==> config.mk <==
export PLATFORM = sky130hd
export DESIGN_NAME = bus_arbiter
export DESIGN_NICKNAME = d
export VERILOG_FILES = /design/src/rtl/bus_arbiter.sv
export SDC_FILE = /design/constraint.sdc
export NUM_CORES = 1
export LEC_CHECK = 0
export ABC_AREA = 0
export CAP_MARGIN = 15
export CORE_AREA = 2 2 39 41
export DETAILED_ROUTE_END_ITERATION = 16
export DIE_AREA = 0 0 41 43
export REMOVE_ABC_BUFFERS = 1
export SLEW_MARGIN = 20
export SYNTH_ARGS = -nofsm -noshare
export SYNTH_HDL_FRONTEND = slang
export SYNTH_SLANG_ARGS = --single-unit
==> constraint.sdc <==
create_clock -name clk -period 2.1 [get_ports clk]
set_input_delay 0.525 -clock clk [delete_from_list [all_inputs] [get_ports clk]]
set_output_delay 0.525 -clock clk [all_outputs]
set_load 0.01 [all_outputs]
==> src/rtl/bus_arbiter.sv <==
`default_nettype none
// ============================================================================
// Module   : bus_arbiter
// Purpose  : Four-master round-robin arbiter for the shared system bus.
//            Active-low requests in, registered active-low grants and owner
//            index out. A grant is held until its owner withdraws the request.
//            Optional hold-limit timeout, enabled by defining the macro
//            BUS_ARB_TIMEOUT_EN (MAX_HOLD sets the limit in granted cycles).
// Revision : 1.0 - initial release
// ============================================================================
module bus_arbiter #(
  parameter int unsigned MAX_HOLD = 255
) (
  input  logic       clk,
  input  logic       reset,
  input  logic [3:0] req_,
  output logic [3:0] grnt_,
  output logic [1:0] owner,
  output logic       timeout
);

  typedef enum logic [0:0] {
    IDLE  = 1'b0,
    GRANT = 1'b1
  } state_t;

  state_t     state_q;
  state_t     state_d;
  logic [1:0] last_q;
  logic [1:0] last_d;
  logic [1:0] owner_d;
  logic [3:0] grnt_d;
  logic [1:0] winner;
  logic [1:0] scan_idx;
  logic       scan_found;
  logic       any_req;
  logic       new_grant;
  logic       timeout_d;
  logic       hold_expired;

  assign any_req = ~&req_;

  // Round-robin winner: first requester in order last+1, last+2, last+3, last.
  always_comb begin
    winner     = last_q;
    scan_found = 1'b0;
    scan_idx   = last_q;
    for (int i = 1; i <= 4; i++) begin
      scan_idx = last_q + 2'(i);
      if (!scan_found && !req_[scan_idx]) begin
        winner     = scan_idx;
        scan_found = 1'b1;
      end
    end
  end

  // Next-state and next-output decode; the current owner is never pre-empted.
  always_comb begin
    state_d   = state_q;
    grnt_d    = grnt_;
    owner_d   = owner;
    last_d    = last_q;
    timeout_d = 1'b0;
    new_grant = 1'b0;
    case (state_q)
      IDLE: begin
        if (any_req) begin
          state_d   = GRANT;
          grnt_d    = ~(4'b0001 << winner);
          owner_d   = winner;
          last_d    = winner;
          new_grant = 1'b1;
        end
      end
      GRANT: begin
        if (!req_[owner]) begin
          // Owner still wants the bus: keep it unless the hold limit fires.
          if (hold_expired) begin
            state_d   = IDLE;
            grnt_d    = 4'b1111;
            last_d    = owner;
            timeout_d = 1'b1;
          end
        end else if (any_req) begin
          // Direct handover; last equals the old owner here, so the search
          // starts just after it.
          grnt_d    = ~(4'b0001 << winner);
          owner_d   = winner;
          last_d    = winner;
          new_grant = 1'b1;
        end else begin
          state_d = IDLE;
          grnt_d  = 4'b1111;
        end
      end
      default: begin
        state_d = IDLE;
        grnt_d  = 4'b1111;
      end
    endcase
  end

  // State, grant, owner and round-robin pointer registers.
  always_ff @(posedge clk) begin
    if (reset) begin
      state_q <= IDLE;
      grnt_   <= 4'b1111;
      owner   <= 2'd0;
      last_q  <= 2'd3;
    end else begin
      state_q <= state_d;
      grnt_   <= grnt_d;
      owner   <= owner_d;
      last_q  <= last_d;
    end
  end

`ifdef BUS_ARB_TIMEOUT_EN
  logic [7:0] hold_q;
  logic       timeout_q;

  // hold_q counts completed granted cycles, so the current cycle is the
  // (hold_q+1)-th; the grant is revoked at the end of cycle MAX_HOLD.
  assign hold_expired = (({1'b0, hold_q} + 9'd1) == 9'(MAX_HOLD));
  assign timeout      = timeout_q;

  // Hold counter clears on each new grant and advances every granted cycle.
  always_ff @(posedge clk) begin
    if (reset) begin
      hold_q    <= 8'd0;
      timeout_q <= 1'b0;
    end else begin
      timeout_q <= timeout_d;
      if (new_grant) begin
        hold_q <= 8'd0;
      end else if (state_q == GRANT) begin
        hold_q <= hold_q + 8'd1;
      end
    end
  end
`else
  logic unused_cfg;

  assign hold_expired = 1'b0;
  assign timeout      = 1'b0;
  assign unused_cfg   = ^{new_grant, timeout_d, 8'(MAX_HOLD)};
`endif

endmodule
`default_nettype wire

Yosys cells after proc, flatten, opt, wreduce, memory -nomap -nowiden
Cells that the tools add are included.
{"block": "word_totals", "in_bits": 6, "output_inout_bits": 7, "register_bits": 9, "elab_cells": 57}
{"block": "op_classes", "muxes": 30, "eq_ne": 2, "n_shift": 1, "n_lt_le_gt_ge": 5, "add_sub_neg": 3, "n_reduce_logical": 10, "n_bitwise": 2}
{"operator": "$mux W2", "n": 8}
{"operator": "$lt A2 B3 Y1 const B", "n": 5}
{"operator": "$mux W4", "n": 3}
{"operator": "$bmux W1 S2", "n": 5}
{"operator": "$mux W1", "n": 10}
{"operator": "$pmux W2 S2", "n": 2}
{"operator": "$pmux W4 S2", "n": 1}
{"operator": "$logic_not A1 Y1", "n": 5}
{"operator": "$add A2 B2 Y2 const B", "n": 2}
{"operator": "$not A4 Y4", "n": 1}
{"operator": "$reduce_and A4 Y1", "n": 1}
{"operator": "$shl A1 B2 Y4 const A", "n": 1}
{"operator": "$logic_and A1 B1 Y1", "n": 3}
{"operator": "$add A2 B1 Y2 const B", "n": 1}
{"operator": "$ne A2 B1 Y1 const B", "n": 1}
{"operator": "$ne A2 B2 Y1 const B", "n": 1}
{"operator": "$pmux W1 S2", "n": 1}
{"operator": "$reduce_and A2 Y1", "n": 1}
{"operator": "$not A1 Y1", "n": 1}

Longest topological paths before layout
{"block": "depth", "ltp_word": 17, "depth_mapped": 4, "ltp_nobuf": 4}

Worst setup path before layout
No wires, ideal clock.
{"block": "synth_timing", "path_type": "input to register", "start": "input req_[3]", "end": "register grnt_[1]", "path_slack_ps": 608, "arrival_time_ps": 1370, "t_required_ps": 1978, "cell_stages": 4, "n_path_buf": 0, "path_cell_list": "mux2_2 o22a_1 a21o_1 o32a_1"}
{"block": "synth_between", "elab_chain_cells": 16}
{"element": "start: declaration", "line": "16", "rtl": "input logic [3:0] req_,"}
{"element": "$bmux W1 S2", "line": "50", "rtl": "if (!scan_found && !req_[scan_idx]) begin"}
{"element": "$mux W1 (not written as such)", "line": "50"}
{"element": "$logic_not A1 Y1", "line": "50"}
{"element": "$logic_and A1 B1 Y1", "line": "50"}
{"element": "$mux W1", "line": "50"}
{"element": "$logic_not A1 Y1", "line": "50"}
{"element": "$logic_and A1 B1 Y1", "line": "50"}
{"element": "$mux W1", "line": "50"}
{"element": "$logic_not A1 Y1", "line": "50"}
{"element": "$logic_and A1 B1 Y1", "line": "50"}
{"element": "$mux W2", "line": "50"}
{"element": "$shl A1 B2 Y4", "line": "69, 87"}
{"element": "$not A4 Y4", "line": "69, 87"}
{"element": "$mux W4", "line": "84", "rtl": "end else if (any_req) begin"}
{"element": "$mux W4", "line": "76", "rtl": "if (!req_[owner]) begin"}
{"element": "$pmux W4 S2", "line": "65", "rtl": "case (state_q)"}
{"element": "end signal: assignment", "line": "112", "rtl": "grnt_ <= grnt_d;"}
{"element": "end: declaration", "line": "17", "rtl": "output logic [3:0] grnt_,"}
Several ways; a longest one is shown, not always the timed one. The select of a mux whose other input is x is not followed.
A chain may end at the register's enable or synchronous reset.

Worst setup path in the final report
Same ends and word-level chain as after synthesis.

==> impl_metrics.json <==
{
  "synth_mux_area_share_pct": 6.905,
  "largest_family_of_logic_cells_by_synthesized_area": "compound AO/OA/AOI/OAI gates",
  "detailedPlace.worstSlack_ps": 6.008,
  "maximum_number_of_pins_on_one_net_before_global_route_repair": 9,
  "fmaxAchievable_ghz": 0.5472,
  "rsz0062_at_grt": "false",
  "max-cap-violations": 0,
  "setup_viols_final": 0,
  "vias_in_the_first_global_route": 411,
  "insertedDiodeCount": 0,
  "die_w_um": 41,
  "nFillCells": 148,
  "run_status": "finished clean",
  "post-dp-hpwl_um": 777.7,
  "cts.repair.resized": 0,
  "number_of_detailed_routing_iterations_run_before_antenna_repair": 4,
  "clk-insertion-delay-late_ps": 270,
  "drtAntennaViolNets": 0,
  "synth_area_per_cell_um2": 8.895,
  "clock-sinks": 9,
  "core.rowCount": 14,
  "gp_congestion": 0.7366,
  "min_period_ps": 1827,
  "crit_path_max_fanout": 6,
  "leakage_power_summed_over_all_cells_nw": 0.2603,
  "hold_buffers": 0,
  "groute.usage.overall_pct": 14.65,
  "yosysSeqAreaShare_pct": 36.83,
  "fraction_of_final_layout_cells_with_drive_strength_greater_than_1_pct": 22.54,
  "route.detailed.vias_per_inst": 5.356,
  "compound_gate_portion_of_the_synthesized_area_pct": 28.64,
  "worst_hold_slack_ps": 446.9,
  "cellPowerDensity_nw_per_um2": 831.1,
  "gr_ovfl_total": 0,
  "dp_cells": 83,
  "global_route_wire_length_before_repair_um": 1697,
  "floorplan.initialDensity_pct": 35.35,
  "drt_wl_total_um": 1055,
  "cts_tree": "built",
  "timing.setup.critical_path_class": "input port to register",
  "yosys.area_share.simple_pct": 22.25,
  "fin_ws_ps": 272.7,
  "yosys.cell_types.count": 27,
  "yosys.area_share.xor_xnor_pct": 0,
  "synth.area.top_cells": "sky130_fd_sc_hd__dfxtp_1 (37%), sky130_fd_sc_hd__mux2_2 (6.9%), sky130_fd_sc_hd__a21oi_1 (5.1%)",
  "synthToLayoutAreaGrowth_pct": 33.50,
  "slew_viol_final": 0,
  "adder_cell_area_share_of_the_yosys_netlist_pct": 0,
  "design.die.area_um2": 1763,
  "clock_tree.buffer_depth": 2,
  "netlist_area_um2": 489.2,
  "crit_arrival_ps": 1980,
  "yosysTopAreaCell": "sky130_fd_sc_hd__dfxtp_1",
  "setup_fix_bufs_post_cts": 0,
  "1st_iter_drt_viols": 5,
  "design.core.area_um2": 1384,
  "critical_path.startpoint": "req_[3]",
  "syn_inst": 55,
  "ys_ff_latch": 9,
  "fin_crit_sh_pct": 87.02,
  "min-delay-start": "grnt_[2]",
  "finalClockSkew_ps": 2.489,
  "startpoint_type": "input port",
  "grt_antenna_before_repair": 0,
  "cts-buffers-inserted": 3,
  "post-synth-top-area-fraction_pct": 36.83,
  "clkSlewWorstSetupHoldPaths_ps": 60,
  "final_cells": 87,
  "final-hold-violation-count": 0,
  "htree_levels": 1,
  "routed_wire_length_per_instance_um": 12.13,
  "hold_path.class": "register to register",
  "critPathCaptureType": "register",
  "timing.rr.start": "last_q[1]",
  "clock-root-buffer": "sky130_fd_sc_hd__clkbuf_4",
  "vdd.ir_drop.worst_uv": 358.8,
  "drc": 0,
  "ys_warn_count": 0,
  "worstPathRequired_ps": 2260,
  "num_io_pins": 13,
  "fp.dieH_um": 43,
  "design.final.nets": 78,
  "dr_total_vias": 466,
  "port_buffers": 11
}
[synth_stat cells]
master,count
sky130_fd_sc_hd__o21ai_0,3
sky130_fd_sc_hd__conb_1,1
sky130_fd_sc_hd__a32oi_1,2
sky130_fd_sc_hd__inv_1,4
sky130_fd_sc_hd__dfxtp_1,9
sky130_fd_sc_hd__o22ai_1,1
sky130_fd_sc_hd__and2_2,1
sky130_fd_sc_hd__or3b_1,1
sky130_fd_sc_hd__o2111ai_2,1
sky130_fd_sc_hd__nand2b_1,1
sky130_fd_sc_hd__a21oi_1,5
sky130_fd_sc_hd__nand4_1,1
sky130_fd_sc_hd__buf_4,1
sky130_fd_sc_hd__and3_2,1
sky130_fd_sc_hd__o2bb2ai_1,2
sky130_fd_sc_hd__mux2_2,3
sky130_fd_sc_hd__a211oi_1,1
sky130_fd_sc_hd__or2_2,2
sky130_fd_sc_hd__nor3_1,2
sky130_fd_sc_hd__o32a_1,2
sky130_fd_sc_hd__a21o_1,1
sky130_fd_sc_hd__or2b_2,1
sky130_fd_sc_hd__nor4_2,1
sky130_fd_sc_hd__o22a_1,1
sky130_fd_sc_hd__nor2_1,2
sky130_fd_sc_hd__nand2_1,4
sky130_fd_sc_hd__nand2_2,1
[final timing paths]
check                   to  slack (ps)  cells past startpoint
setup / recovery  grnt_[1]         270                      5
hold / removal    grnt_[2]         450                      2
setup reg to reg  grnt_[1]         540                      4
hold reg to reg   grnt_[2]         450                      2
[cell usage in the layout, fill, tap and decap left out, types with 2 or more instances in the layout]
master | netlist | layout
sky130_fd_sc_hd__a21oi_1 | 5 | 5
sky130_fd_sc_hd__nand2_1 | 4 | 4
sky130_fd_sc_hd__o2bb2ai_1 | 2 | 2
sky130_fd_sc_hd__clkdlybuf4s50_1 | 0 | 11
sky130_fd_sc_hd__a32oi_1 | 2 | 2
sky130_fd_sc_hd__nor2_1 | 2 | 2
sky130_fd_sc_hd__dfxtp_1 | 9 | 9
sky130_fd_sc_hd__or2_2 | 2 | 2
sky130_fd_sc_hd__o32a_1 | 2 | 2
sky130_fd_sc_hd__buf_4 | 1 | 2
sky130_fd_sc_hd__nor3_1 | 2 | 2
sky130_fd_sc_hd__mux2_2 | 3 | 3
sky130_fd_sc_hd__inv_1 | 4 | 4
sky130_fd_sc_hd__o21ai_0 | 3 | 3
sky130_fd_sc_hd__clkbuf_4 | 0 | 3
[flip-flops by register name, indices dropped and copies added, names as in the netlist]
register	flops
owner	2
state_q	1
last_q	2
grnt_	4
[critical path: stages]
cell	delay [ps]
sky130_fd_sc_hd__clkdlybuf4s50_1	550
sky130_fd_sc_hd__nand2_1	90
sky130_fd_sc_hd__or2_2	310
sky130_fd_sc_hd__and2_2	190
sky130_fd_sc_hd__o32a_1	320
[stage by stage]
step	power [mW]	utilization (%)	TNS (ps)	cell area [um^2]
after floorplan	0.3314	-	0	481.7
after global placement	0.4111	45.30	-20.54	626.9
after detailed placement	0.4082	45.30	0	626.9
after CTS	0.5458	47.20	0	653.1
after global routing	0.5773	47.20	0	653.1
final	0.5428	47.20	0	653.1
[where the power goes]
group | leakage [nW] | total, mW | internal, mW | switching, mW
logic | 0.171 | 0.183 | 0.102 | 0.0802
registers | 0.0747 | 0.222 | 0.198 | 0.0249
clock network | 0.0150 | 0.138 | 0.0735 | 0.0643
total | 0.260 | 0.543 | 0.373 | 0.169
[area by class of cell]
type | instances | area [um^2] | area share [%]
Tap cell | 16 | 20.02 | 3.065
Clock buffer | 4 | 26.28 | 4.023
Sequential cell | 9 | 180.2 | 27.59
Multi-Input combinational cell | 41 | 286.5 | 43.87
Timing Repair Buffer | 13 | 125.1 | 19.16
Inverter | 4 | 15.01 | 2.299
[routing by layer]
layer	share of wire, %	wire, um	GRT usage, %	up-vias
met2	41	433	17.50	22
met4	3.7	39	12.00	0
met1	45	479	20.33	200
met3	9.8	103	4.712	5
li1	-	-	-	239
met5	0	0	0	-
[kinds of logic after synthesis]
group           Yosys count
simple gates             18
compound gates           19
mux                       3
buf+inv                   5
other cells               1
flops                     9
Note: power is estimated with default switching activity, not from simulation.
==> variant 1, RTL diff (config.mk and constraints unchanged) <==
The option `BUS_ARB_TIMEOUT_EN` is turned on by a define.
--- a/src/rtl/bus_arbiter.sv
+++ b/src/rtl/bus_arbiter.sv
@@ -10,2 +10,4 @@
 // ============================================================================
+`define BUS_ARB_TIMEOUT_EN
+
 module bus_arbiter #(
Formal check against the unedited RTL: no difference found for any inputs over 10 cycles, from zero or initial values and one cycle with reset high; that may be too few to reach the edited logic, so the function may still have changed.
==> variant 1 against the unedited design <==
The flow now stops in global routing (5_1_grt); synthesized area grew 120%.
==> variant 1: results (changes against the unedited design) <==
metric,value,unit,change
status,did not finish,,
Stop stage,global routing (5_1_grt),,
Err,[ERROR DPL-0033] detailed placement checks failed during check placement.,,
CTS Buffer Depth,2,,unchanged
"Seq/Total Area, Yosys",34.2,%,-2.6 points
Worst Endpoint after GRT Repair,grnt_[2]$_SDFFE_PP1P_/D,,
Post-Synth XOR/XNOR Area,7.48,%,+7.5 points
prevailing post-synth register cell,dfxtp_1,,
Unique masters post-synth,40,,+48%
worst endpoint type,register data pin,,
final RePlAce weighted congestion,0.942,,+28%
"top cells by count, synth","26 x nor2_1, 18 x dfxtp_1, 11 x nand2_1",,
initial antenna violation count,0,,
# Post-CTS Setup Buffers,0,,unchanged
complex-gate fraction of the synthesized area,17.6,%,-11 points
clock root cell,clkbuf_4,,
HPWL Detailed,2020,um,+160%
Post-Synth Adder-Cell Area,2.38,%,+2.4 points
CTS buffer count,3,,unchanged
H-tree levels,1,,unchanged
Yosys warning total,0,,unchanged
Yosys reg bits,18,,+9
Area contributors post-synth,"dfxtp_1 34%, nor2_1 9.3%, xor2_1 4.2%",,
port bufs,12,,+1
multiplexer area fraction after synthesis,5.94,%,-0.97 points
cts repair resizes,3,,+3
largest net degree at the start of global routing,11,,
Post-synth ARST share,0,%,unchanged
## variant 1: cell types whose count changed after synthesis, moves of 3 or more
| cell | unedited run | this run |
|---|---|---|
| and3_1 | 0 | 5 |
| dfxtp_1 | 9 | 18 |
| a21oi_1 | 5 | 2 |
| nor2_1 | 2 | 26 |
| clkbuf_1 | 0 | 5 |
| o32ai_1 | 0 | 4 |
| nand2_1 | 4 | 11 |
| nand4_1 | 1 | 4 |
| xnor2_1 | 0 | 4 |
| mux2i_1 | 0 | 4 |
| xor2_1 | 0 | 5 |
## variant 1: through the flow
stage	worst slack (ps)	util, %	cells	TNS, ps	instance area, um2
after floorplan	212	-	124	0	1030
after global placement	-176	91.6	165	-1280	1270
after detailed placement	-323	91.6	165	-3150	1270
after CTS	14.8	94.9	169	0	1310
## variant 1: kinds of logic after synthesis
logic type	after synthesis
buffers and inverters	12
DFF	18
xor gates and xnor gates	9
and+or+nand+nor	60
muxes	6
adders and majority gates	2
AOI/OAI and AO/OA	23
==> variant 2, RTL diff (same flow settings) <==
Made on the original files. Add an input register stage for `req_`, without a reset; this delays it by one clock.
--- a/src/rtl/bus_arbiter.sv
+++ b/src/rtl/bus_arbiter.sv
@@ -26,2 +26,8 @@
 
+  logic [3:0] req__q;
+
+  always_ff @(posedge clk) begin
+    req__q <= req_;
+  end
+
   state_t     state_q;
@@ -40,3 +46,3 @@
 
-  assign any_req = ~&req_;
+  assign any_req = ~&req__q;
 
@@ -49,3 +55,3 @@
       scan_idx = last_q + 2'(i);
-      if (!scan_found && !req_[scan_idx]) begin
+      if (!scan_found && !req__q[scan_idx]) begin
         winner     = scan_idx;
@@ -75,3 +81,3 @@
       GRANT: begin
-        if (!req_[owner]) begin
+        if (!req__q[owner]) begin
           // Owner still wants the bus: keep it unless the hold limit fires.
Behaviour: not the same (Yosys sat finds a counterexample within 4 cycles, from zero or initial values and one cycle with reset high).
==> variant 2 against the unedited design <==
Sequential cell count up 4; total power increased by 21%; synthesized cell count rose by 7.3%; wire length increased by 7.0%; setup slack gained 62 ps; sequential share of layout area grew 6.8 points; design area grew 16%; synthesized area is 25% higher; critical endpoint is now owner[0]; largest cell class unchanged; largest power group unchanged.
==> variant 2: results (changes against the unedited design) <==
metric,value,unit,change
status,finished clean,,
Final #Nets,79,,+1.3%
Area contributors post-synth,"dfxtp_1 43%, a2111oi_4 4.5%, a2bb2oi_4 4.3%",,
Post-synth ARST share,0,%,unchanged
crit-path max cell delay,560,ps,
Setup TNS,0,ps,unchanged
largest net degree at the start of global routing,10,,+1
Worst Path Max Fanout,4,,-2
Critical Path AT,1240,ps,-740 ps
Max IR drop VDD,0.000414,V,+15%
Vias,495,,+6.2%
fillers,126,,-15%
clock root cell,clkbuf_4,,
ant diodes,0,,unchanged
Routed WL per cell,12.8,um,+5.8%
HPWL Detailed,830,um,+6.7%
vias in the first global route,402,,-2.2%
Largest regs,"grnt_ (4), req__q (4)",,
hold buffer count at cts,0,,unchanged
CTS buffer count,3,,unchanged
H-tree levels,1,,unchanged
"top cells by count, synth","13 x dfxtp_1, 5 x nor2_1, 4 x nand2_1",,
Worst-path clk slew,90,ps,+30 ps
DRC viols,0,,unchanged
layout cells sized above 1,12.5,%,-10 points
worst-skew pair later-pin latency,280,ps,
port bufs,11,,unchanged
Leak,0.000278,uW,+6.7%
"Slowest-stage cell, CP",clkdlybuf4s50_1,,
cell family with most CP delay,buffers and inverters,,
initial antenna violation count,0,,unchanged
Hold Path Class,flip-flop to flip-flop,,
Yosys warning total,0,,unchanged
"Seq/Total Area, Yosys",42.5,%,+5.7 points
CTS Buffer Depth,2,,unchanged
Initial DRT Pass Iterations,4,,unchanged
# Post-CTS Setup Buffers,0,,unchanged
Initial DRC Count,18,,+13
Unique masters post-synth,31,,+15%
GRT Util Overall,15.1,%,+0.47 points
Worst Skew,11.9,ps,+9.43 ps
first-pass GRT wire length,1690,um,-0.41%
final RePlAce weighted congestion,0.794,,+7.8%
P_int,458,uW,+23%
==> variant 2: final cells by class <==
cell class,count,area share (%)
inverter,1,0.496
clock buffer,4,3.47
timing repair buffer,11,14.5
sequential,13,34.4
tap,16,2.64
multi-input combinational,43,44.5
==> variant 2: stage by stage <==
step	worst slack (ps)	std cells	total power, uW	instance area [um2]
CTS	313	88	666	757
floorplan	654	57	438	601
detailed placement	414	84	507	731
global placement	440	84	509	731
finish	334	88	659	757
global route	263	88	700	757
==> variant 2: routing by layer <==
layer,track usage (%),up-vias,share of wire [%]
met4,13.3,0,3.1
li1,-,251,-
met1,19.2,222,48
met2,18.4,16,44
met5,0,-,0
met3,6.28,6,5.0
==> variant 2: power groups by stage <==
stage / sequential [uW] / clock, uW / combinational [uW]
6_report: 311 / 157 / 190
2_1_floorplan: 320 / 0 / 118
3_5_place_dp: 317 / 0 / 190
3_3_place_gp: 318 / 0 / 191
4_1_cts: 312 / 164 / 191
5_1_grt: 317 / 178 / 205
==> variant 2: cells by family after synthesis <==
kind of cell	count (synthesis)	share of synthesized area (%)
compound gates	19	30.3
buf+inv	3	2.45
flops	13	42.5
mux	3	5.32
other cells	1	0.613
simple gates	20	18.8
==> variant 2: path summary, 6_finish.rpt <==
| kind | cells past startpoint | from | slack, ps | end |
|---|---|---|---|---|
| setup / recovery | 1 | owner[0]$_SDFFE_PP0P_ | 330 | owner[0] |
| hold / removal | 1 | grnt_[0]$_SDFFE_PP1P_ | 480 | grnt_[0]$_SDFFE_PP1P_ |
| setup reg to reg | 4 | req__q[1]$_DFF_P_ | 540 | grnt_[1]$_SDFFE_PP1P_ |
| hold reg to reg | 1 | grnt_[0]$_SDFFE_PP1P_ | 480 | grnt_[0]$_SDFFE_PP1P_ |
